===== src/rtl/smbsb_ctrl.sv =====
// Frame controller feeding the 4x4 serial bit-steering demux: start bit, 2 address bits, 4 data bits.
// Optional even-parity check enabled by defining SMBSB_CTRL_PARITY_EN.
module smbsb_ctrl (
    input  logic       clk,
    input  logic       rst,
    input  logic       serin,
    output logic [1:0] LB,
    output logic [3:0] PB,
    output logic       sample,
    output logic       busy,
    output logic       done,
    output logic       err
);

    typedef enum logic [2:0] {
        S_IDLE,
        S_ADDR,
        S_DATA,
`ifdef SMBSB_CTRL_PARITY_EN
        S_PAR,
`endif
        S_DONE
    } state_t;

    state_t     state_q, state_d;
    logic [1:0] addr_q, addr_d;
    logic       acnt_q, acnt_d;
    logic [1:0] dcnt_q, dcnt_d;
`ifdef SMBSB_CTRL_PARITY_EN
    logic       acc_q, acc_d;
    logic       err_q, err_d;
`endif

    always_ff @(posedge clk) begin
        if (rst) begin
            state_q <= S_IDLE;
            addr_q  <= 2'd0;
            acnt_q  <= 1'b0;
            dcnt_q  <= 2'd0;
`ifdef SMBSB_CTRL_PARITY_EN
            acc_q   <= 1'b0;
            err_q   <= 1'b0;
`endif
        end else begin
            state_q <= state_d;
            addr_q  <= addr_d;
            acnt_q  <= acnt_d;
            dcnt_q  <= dcnt_d;
`ifdef SMBSB_CTRL_PARITY_EN
            acc_q   <= acc_d;
            err_q   <= err_d;
`endif
        end
    end

    // The line is never re-checked inside a frame; every bit is taken as sampled.
    always_comb begin
        state_d = state_q;
        addr_d  = addr_q;
        acnt_d  = acnt_q;
        dcnt_d  = dcnt_q;
`ifdef SMBSB_CTRL_PARITY_EN
        acc_d   = acc_q;
        err_d   = err_q;
`endif
        case (state_q)
            S_IDLE: begin
                if (!serin) begin
                    state_d = S_ADDR;
                end
            end
            S_ADDR: begin
                addr_d = {addr_q[0], serin};
                acnt_d = acnt_q + 1'b1;
`ifdef SMBSB_CTRL_PARITY_EN
                acc_d  = acc_q ^ serin;
`endif
                if (acnt_q) begin
                    state_d = S_DATA;
                end
            end
            S_DATA: begin
                dcnt_d = dcnt_q + 2'd1;
`ifdef SMBSB_CTRL_PARITY_EN
                acc_d  = acc_q ^ serin;
`endif
                if (dcnt_q == 2'd3) begin
`ifdef SMBSB_CTRL_PARITY_EN
                    state_d = S_PAR;
`else
                    state_d = S_DONE;
`endif
                end
            end
`ifdef SMBSB_CTRL_PARITY_EN
            S_PAR: begin
                err_d   = acc_q ^ serin;
                state_d = S_DONE;
            end
`endif
            S_DONE: begin
`ifdef SMBSB_CTRL_PARITY_EN
                acc_d   = 1'b0;
`endif
                state_d = S_IDLE;
            end
            default: begin
                state_d = S_IDLE;
            end
        endcase
    end

    // Outputs decode only registered state, so serin never reaches them combinationally.
    always_comb begin
        sample = (state_q == S_DATA);
        busy   = (state_q != S_IDLE);
        done   = (state_q == S_DONE);
        LB     = sample ? dcnt_q : 2'd0;
        PB     = sample ? (4'b0001 << addr_q) : 4'b0000;
`ifdef SMBSB_CTRL_PARITY_EN
        err    = done & err_q;
`else
        err    = 1'b0;
`endif
    end

endmodule


===== config.mk =====
export PLATFORM = sky130hd
export DESIGN_NAME = smbsb_ctrl
export DESIGN_NICKNAME = d
export VERILOG_FILES = /design/src/rtl/smbsb_ctrl.sv
export SDC_FILE = /design/constraint.sdc
export NUM_CORES = 1
export LEC_CHECK = 0
export ABC_AREA = 1
export CORE_AREA = 2 2 39 41
export CTS_CLUSTER_SIZE = 20
export DETAILED_ROUTE_END_ITERATION = 6
export DIE_AREA = 0 0 41 43
export PLACE_DENSITY = 0.58
export SYNTH_ARGS = -nofsm -noshare
export SYNTH_HDL_FRONTEND = slang
export SYNTH_SLANG_ARGS = --single-unit

===== constraint.sdc =====
create_clock -name clk -period 1.4 [get_ports clk]
set_input_delay 0.28 -clock clk [delete_from_list [all_inputs] [get_ports clk]]
set_output_delay 0.28 -clock clk [all_outputs]
set_load 0.005 [all_outputs]

==> summary.md, run 1 <==
| Metric | Value |
|---|---|
| Drt first-iter violations | 0 |
| Synth unique cells | 17 |
| CTS tree | done |
| PD cells | 1860 nW/um^2 |
| Max-cap violations | 0 |
| Slew Viols, Final | 0 |
| Clock sinks | 7 |
| Die Wd | 41 um |
| H-tree Lvls | 1 |
| Pin count of the biggest net entering global routing | 7 |
| Final-report hold violation count | 0 |
| Clock latency on the worst-skew pair | 0.25 ns |
| Die H | 43 um |
| Yosys synthesis warning count | 0 |
| Layout cells sized above 1 | 59.3% |
| Leak | 0.366 nW |
| Hpwl dp | 680 um |
| WP data required | 1.12 ns |
| Fin area | 716 um^2 |
| Synth async-reset ratio | 0% |
| RePlAce Congestion | 0.758 |
| Placed inst area | 613 um^2 |
| Final WL | 976 um |
| DP Cell Count | 92 |
| Grt ovf | 0 |
| Worst-path fanout max | 5 |
| Startpoint types | register |
| Post-route setup slack | -0.0193 ns |
| Clock Skew | 0.000778 ns |
| Area growth from synthesis to layout | 72.3% |
| F_max | 705 MHz |
| Routed vias/inst | 4.38 |
| Maximum VDD drop | 0.801 mV |
| Endpoints failing setup | 4 |
| Initial core utilization | 30.0% |
| Core Area | 1380 um^2 |
| HP Class | register to register |
| Outcome | finished, violations left |
| Final period util | 101% |
| Row cnt | 14 |
| Mapped cell area | 415 um^2 |
| CTS buffer count | 3 |
| Finished Layout Cells | 97 |
| CTS clock-pin slew for the worst setup and hold paths | 0.05 ns |
| Pre-CTS WS | -0.182 ns |
| Initial antenna violation count | 0 |
| Total GRT Usage | 13.0% |
| Seq/Total Area, Yosys | 33.7% |
| Syn Inst Count | 56 |
| Post-synth top flop | dfxtp_1 |
| Maximum clock insertion buffer count | 2 |
| Vias | 425 |
| Die area | 1760 um^2 |
| TritonRoute pass-1 iters | 1 |
| Final layout net count | 90 |
| Mean Syn Cell Area | 7.42 um^2 |
| IO Count | 13 |
| Port Buffer Count | 11 |
| First-pass GRT wire length | 1.50 mm |
| Ant diodes | 0 |
| #FFs+latches synth | 7 |
| Critical Path AT | 1.14 ns |
| Setup crit end kind | output pin |
| Setup TNS | -0.0539 ns |
| RSZ-0062 raised after global routing | true |
| Worst Setup Path Type | register to output pin |
| Vias in the first global route | 376 |
| DRC viols | 0 |
| Worst R2R Setup Slack | 0.13 ns |
| EDFF count, synth | 0 |
| Worst hold slack | 0.461 ns |
| # fillers | 141 |
| Post-layout minimum cycle time | 1.42 ns |
| Root Buffer | clkbuf_4 |
| Syn_nets | 64 |
| WL/cell | 10.1 um |
| Failing checks | negative setup slack |
| Final ANT Viol Nets | 0 |
## path summary, 6_finish.rpt
path,depth (start not counted),end,from
max,6,PB[1],state_q[0]
min,2,acnt_q,acnt_q
max reg2reg,9,state_q[1],state_q[1]
min reg2reg,2,acnt_q,acnt_q
## where the power goes
group / switching, mW / internal, mW
combinational: 0.386 / 0.402
sequential: 0.0737 / 0.283
clock: 0.0793 / 0.109
total: 0.539 / 0.794
## cell usage after synthesis (2+ instances only)
cell / n / area (um^2)
nor2_1: 3 / 11.3
nand3_2: 2 / 20.0
ha_1: 5 / 62.6
dfxtp_1: 7 / 140
inv_2: 4 / 15.0
o21ai_0: 3 / 15.0
nand2_1: 6 / 22.5
nor3_1: 4 / 20.0
nand2_2: 3 / 18.8
inv_1: 10 / 37.5
a21oi_1: 3 / 15.0
## state kept, by name (all words and copies together) (netlist names)
register,flops
addr_q,2
dcnt_q,2
acnt_q,1
state_q,2
## metal layers
metal  share of wire, %  global-route usage, %
met1                 43                   14.7
met2                 51                   19.7
met3                3.9                   6.28
met4                1.4                   6.00
met5                  0                      0
## critical path, cell delays in order, from the launching register on
cell and delay, ns:
dfxtp_2 0.32, inv_2 0.07, ha_4 0.13, buf_6 0.10, inv_6 0.04, nor3_2 0.09
buf_2 0.13
## through the flow
step                total power [mW]  utilization, %
finish                          1.33            51.7
CTS                             1.24            48.2
detailed placement             0.971            44.3
global placement               0.958            44.3
floorplan                      0.664               -
global route                    1.45            51.7
## final cells by class
cell class / instances / area (um^2) / share of cell area, %
clock buffer: 4 / 26.3 / 3.67
inverter: 14 / 62.6 / 8.74
multi-input combinational: 34 / 279 / 39.0
sequential: 7 / 145 / 20.3
tap: 16 / 20.0 / 2.80
timing repair buffer: 22 / 183 / 25.5
## cell families after synthesis
kind of cell             after synthesis  share of synthesized area [%]
flip-flops                             7                           33.7
buffers and inverters                 15                           14.5
adder cells (fa/ha/maj)                5                           15.1
AND/OR/NAND/NOR                       20                           25.3
other                                  1                          0.903
AO/OA/AOI/OAI                          8                           10.5
## cell usage in the layout, fill, tap and decap left out, drive strengths merged
cell / Yosys / layout
clkdlybuf4s15: 0 / 1
nand4: 1 / 1
nor3: 4 / 4
nand2: 9 / 9
a21oi: 4 / 4
ha: 5 / 5
clkbuf: 0 / 5
o21ai: 4 / 4
clkdlybuf4s50: 0 / 2
nor2: 4 / 4
dfxtp: 7 / 7
inv: 14 / 14
nand3: 2 / 2
conb: 1 / 1
buf: 1 / 18
## what timing repair did
| action | in CTS | in global routing |
|---|---|---|
| setup buffers | 1 | 0 |
| hold buffers | 0 | 0 |
| setup endpoints to repair | 9 | 10 |
| pin swaps | 2 | 3 |
| resized for setup | 46 | 15 |
(Power assumes the default switching activity.)
==> run 2, diff against run 1 <==
REMOVE_ABC_BUFFERS = 1   (was unset)
==> summary.md, run 2 (same netlist as run 1, synthesis figures left out) <==
| Metric | Value |
|---|---|
| Wl on met1 | 406 um (-3.6%) |
| WL/cell | 9.38 um (-6.7%) |
| Maximum clock insertion buffer count | 2 (unchanged) |
| Cells on worst reg2reg path | 10 (+1) |
| Worst Setup Path Type | register to output pin |
| Sequential Power Share | 26.5% (-0.3 points) |
| Endpoints failing setup | 4 (unchanged) |
| Max-cap violations | 0 (unchanged) |
| F_max | 702 MHz (-0.37%) |
| Routed vias/inst | 4.22 (-3.6%) |
| Met3 WL | 59 um (+55%) |
| Worst hold slack | 0.461 ns (-0.000597 ns) |
| PD cells | 1830 nW/um^2 (-1.6%) |
| Post-layout minimum cycle time | 1.42 ns (+0.00531 ns) |
| Layout cells sized above 1 | 62.7% (+3.4 points) |
| Area growth from synthesis to layout | 75.6% |
| Vias | 418 (-1.6%) |
| Slew Viols, Final | 0 (unchanged) |
| Clock Skew | 0.00103 ns (+0.000250 ns) |
| Failing checks | negative setup slack |
| RSZ-0062 raised after global routing | true |
| Total GRT Usage | 14.4% (+1.4 points) |
| Util after Layout | 52.7% (+0.99 points) |
| RePlAce Congestion | 0.773 (+2.0%) |
| Pin count of the biggest net entering global routing | 7 (unchanged) |
| WP data required | 1.12 ns (about the same) |
| Hold_buf cts | 0 (unchanged) |
| Largest regs | addr_q x2, dcnt_q x2, state_q x2 |
| Final-report hold violation count | 0 (unchanged) |
| Total power | 1.34 mW (+0.32%) |
| Clock sinks | 7 (unchanged) |
| Hpwl dp | 672 um (-1.3%) |
| CP startpoint | state_q[0] |
| Worst Hold Launch | acnt_q |
| FF-to-FF Start | state_q[1] |
| Die area | 1760 um^2 (unchanged) |
| Worst reg2reg path endpoint | state_q[1] |
| Commonest non-fill, non-tap cells in the layout | buf_4 (10), inv_1 (6), inv_2 (6), buf_2 (6) |
| Setup TNS | -0.0566 ns (-0.00279 ns) |
| Maximum VDD drop | 0.804 mV (+0.38%) |
| Row cnt | 14 (unchanged) |
| Leak | 0.355 nW (-3.0%) |
| Ant diodes | 0 (unchanged) |
| Vias in the first global route | 405 (+7.7%) |
| DRC viols | 0 (unchanged) |
| CTS tree | done |
| CTS buffer count | 3 (unchanged) |
| Worst Setup EP | PB[2] |
| Clock group share of total power | 14.8% (+0.7 points) |
| Root Buffer | clkbuf_4 |
| CTS clock-pin slew for the worst setup and hold paths | 0.06 ns (about the same) |
| Comb pwr share | 58.8% (-0.3 points) |
| Critical Path AT | 1.14 ns (about the same) |
| Worst-path fanout max | 5 (unchanged) |
| Final ANT Viol Nets | 0 (unchanged) |
| Commonest non-fill, non-tap cell in the layout | buf_4 |
| Final WL | 929 um (-4.8%) |
| Die Wd | 41 um (unchanged) |
| IO Count | 13 (unchanged) |
| Met2 wire len | 456 um (-8.8%) |
| Outcome | finished, violations left |
| Initial antenna violation count | 0 (unchanged) |
| DR top layer | met4 |
| Drt first-iter violations | 2 (+2) |
| Int Power | 0.798 mW (+0.55%) |
| TritonRoute pass-1 iters | 2 (+1) |
| Grt ovf | 0 (unchanged) |
| Startpoint types | register |
| Worst R2R Setup Slack | 0.08 ns (-0.05 ns) |
| Final layout net count | 92 (+2.2%) |
| Post-route setup slack | -0.0246 ns (-0.00531 ns) |
| HP Class | register to register |
| Core Area | 1380 um^2 (unchanged) |
| Setup crit end kind | output pin |
| Port Buffer Count | 11 (unchanged) |
| Clock latency on the worst-skew pair | 0.26 ns (about the same) |
| Switching Share | 40.3% (-0.13 points) |
| Initial core utilization | 30.0% (unchanged) |
| H-tree Lvls | 1 (unchanged) |
| Final period util | 102% (+0.38 points) |
| First-pass GRT wire length | 1.67 mm (+11%) |
| Die H | 43 um (unchanged) |
| Switching power | 0.539 mW (about the same) |
[run 2: cell types whose count changed in the layout (fill, tap and decap cells not counted)]
cell,delta
buf_2,+2
buf_4,+2
buf_6,-1
clkdlybuf4s15_1,-1
ha_1,-1
ha_4,+1
inv_2,+1
inv_4,-1
[run 2: critical path, stage by stage (launching register included)]
cell	delay, ns
dfxtp_2	0.32
inv_2	0.06
ha_4	0.13
buf_6	0.10
inv_6	0.04
nor3_4	0.10
buf_2	0.14
[run 2: per-stage QoR]
step	area [um^2]	worst slack (ns)	instances
after CTS	709	-0.0494	100
final	729	-0.0246	99
after global routing	729	-0.102	99
after floorplan	408	0.126	55
after global placement	606	-0.167	91
after detailed placement	606	-0.185	91
[run 2: power groups by stage]
| stage | clock network [mW] | logic [mW] | registers (mW) |
|---|---|---|---|
| after floorplan | 0 | 0.341 | 0.321 |
| after global placement | 0 | 0.616 | 0.328 |
| after detailed placement | 0 | 0.620 | 0.330 |
| after CTS | 0.199 | 0.773 | 0.345 |
| after global routing | 0.213 | 0.885 | 0.365 |
| final | 0.198 | 0.786 | 0.354 |
[run 2: per-layer routing]
layer | up-vias | global-route usage, %
li1 | 226 | -
met1 | 178 | 17.0
met2 | 11 | 20.6
met3 | 3 | 7.85
met4 | 0 | 6.00
met5 | - | 0
[run 2: area by class of cell]
type	instances	area, um^2
multi-input combinational	34	292
sequential	7	145
timing repair buffer	24	186
fill	126	654
tap	16	20.0
inverter	14	60.1
clock buffer	4	26.3
[run 2: worst min path at each step]
stage	endpoint	cells after the start
2_1_floorplan	acnt_q	1
3_3_place_gp	acnt_q	2
3_5_place_dp	acnt_q	2
4_1_cts	acnt_q	2
5_1_grt	acnt_q	2
6_report	acnt_q	2
[run 2: what timing repair did]
action / 4_1_cts / 5_1_grt
setup buffers: 5 / 0
setup endpoints to repair: 9 / 11
pin swaps: 5 / 0
resized for setup: 54 / 10
==> run 3, diff against run 2 <==
RECOVER_POWER = 50   (was unset)
==> summary.md, run 3 (same netlist as run 1, synthesis figures left out) <==
| Metric | Value |
|---|---|
| Outcome | finished, violations left |
| Failing checks | negative setup slack |
| Pin count of the biggest net entering global routing | 7 (unchanged) |
| Final period util | 102% (about the same) |
| Final-report hold violation count | 0 (unchanged) |
| FF-to-FF Start | state_q[1] |
| Die H | 43 um (unchanged) |
| Final layout net count | 92 (unchanged) |
| Area growth from synthesis to layout | 73.2% |
| CP startpoint | state_q[0] |
| Maximum VDD drop | 0.804 mV (about the same) |
| # fillers | 127 (+0.79%) |
| Clock Skew | 0.000490 ns (-0.000538 ns) |
| Root Buffer | clkbuf_4 |
| Worst-path fanout max | 5 (unchanged) |
| Util after Layout | 52.0% (-0.72 points) |
| Final ANT Viol Nets | 0 (unchanged) |
| HP Class | register to register |
| Total GRT Usage | 14.4% (unchanged) |
| Row cnt | 14 (unchanged) |
| Routed vias/inst | 4.25 (+0.72%) |
| CTS clock-pin slew for the worst setup and hold paths | 0.06 ns (about the same) |
| Leak | 0.353 nW (-0.49%) |
| Post-route setup slack | -0.0244 ns (+0.000254 ns) |
| H-tree Lvls | 1 (unchanged) |
| Startpoint types | register |
| WP data required | 1.12 ns (about the same) |
| F_max | 702 MHz (about the same) |
| TritonRoute pass-1 iters | 2 (unchanged) |
| Layout cells sized above 1 | 62.7% (unchanged) |
| Pre-CTS WS | -0.185 ns (unchanged) |
| Maximum clock insertion buffer count | 2 (unchanged) |
| Commonest non-fill, non-tap cells in the layout | buf_4 (10), inv_1 (6), inv_2 (6), buf_2 (6) |
| Clock latency on the worst-skew pair | 0.26 ns (about the same) |
| Vias in the first global route | 405 (unchanged) |
| Port Buffer Count | 11 (unchanged) |
| PD cells | 1830 nW/um^2 (-0.12%) |
| Grt ovf | 0 (unchanged) |
| First-pass GRT wire length | 1.67 mm (unchanged) |
| Worst Hold Launch | acnt_q |
| CTS buffer count | 3 (unchanged) |
| Initial core utilization | 30.0% (unchanged) |
| Max-cap violations | 0 (unchanged) |
| WL/cell | 9.37 um (-0.11%) |
| IO Count | 13 (unchanged) |
| Die Wd | 41 um (unchanged) |
| Final WL | 928 um (-0.11%) |
| Critical Path AT | 1.14 ns (about the same) |
| Ant diodes | 0 (unchanged) |
| Commonest non-fill, non-tap cell in the layout | buf_4 |
| CTS tree | done |
| Hpwl dp | 672 um (unchanged) |
| Hold_buf cts | 0 (unchanged) |
| Vias | 421 (+0.72%) |
| Worst Setup Path Type | register to output pin |
| Largest regs | addr_q x2, dcnt_q x2, state_q x2 |
| RePlAce Congestion | 0.773 (unchanged) |
| Drt first-iter violations | 5 (+3) |
| Slew Viols, Final | 0 (unchanged) |
| Endpoints failing setup | 4 (unchanged) |
| Setup crit end kind | output pin |
| Clock sinks | 7 (unchanged) |
| Core Area | 1380 um^2 (unchanged) |
| RSZ-0062 raised after global routing | true |
| DRC viols | 0 (unchanged) |
| Die area | 1760 um^2 (unchanged) |
| Post-layout minimum cycle time | 1.42 ns (-0.000254 ns) |
| Initial antenna violation count | 0 (unchanged) |
-- run 3: final timing paths --
check / to / slack (ns) / depth (start not counted)
setup / recovery: PB[2] / -0.02 / 6
hold / removal: acnt_q / 0.46 / 2
setup reg to reg: state_q[1] / 0.05 / 10
hold reg to reg: acnt_q / 0.46 / 2
-- run 3: area by class of cell --
type | count | area, um^2 | share of cell area, %
timing repair buffer | 24 | 186 | 25.9
inverter | 14 | 60.1 | 8.35
clock buffer | 4 | 26.3 | 3.65
multi-input combinational | 34 | 282 | 39.1
sequential | 7 | 145 | 20.2
tap | 16 | 20.0 | 2.78
-- run 3: critical path, cell delays in order (launching register included) --
cell	delay [ns]
dfxtp_2	0.32
inv_2	0.06
ha_4	0.13
buf_6	0.10
inv_6	0.04
nor3_4	0.10
buf_2	0.14
-- run 3: power breakdown --
part           switching, mW  internal [mW]  total, mW
logic                  0.371          0.396      0.767
registers             0.0712          0.283      0.354
clock network         0.0865          0.110      0.196
-- run 3: what timing repair did --
item,CTS,global route
pin swaps,5,0
cloned,0,0
setup endpoints to repair,9,11
setup buffers,5,0
resized for setup,54,10
-- run 3: through the flow --
stage	power, mW	instance area [um^2]	hold slack, ns	setup TNS, ns	cells
final	1.32	719	0.461	-0.0557	99
after global routing	1.44	719	0.475	-0.445	99
after CTS	1.32	709	0.464	-0.0835	100
after detailed placement	0.950	606	0.456	-1.17	91
after global placement	0.944	606	0.450	-0.995	91
after floorplan	0.662	408	0.349	0	55
-- run 3: routing by layer --
| metal | global-route usage, % | part of all wire [%] | vias to the layer above |
|---|---|---|---|
| met5 | 0 | 0 | - |
| met4 | 6.00 | 0.86 | 0 |
| met3 | 7.85 | 6.4 | 3 |
| met2 | 20.6 | 49 | 11 |
| met1 | 17.0 | 43 | 181 |
| li1 | - | - | 226 |
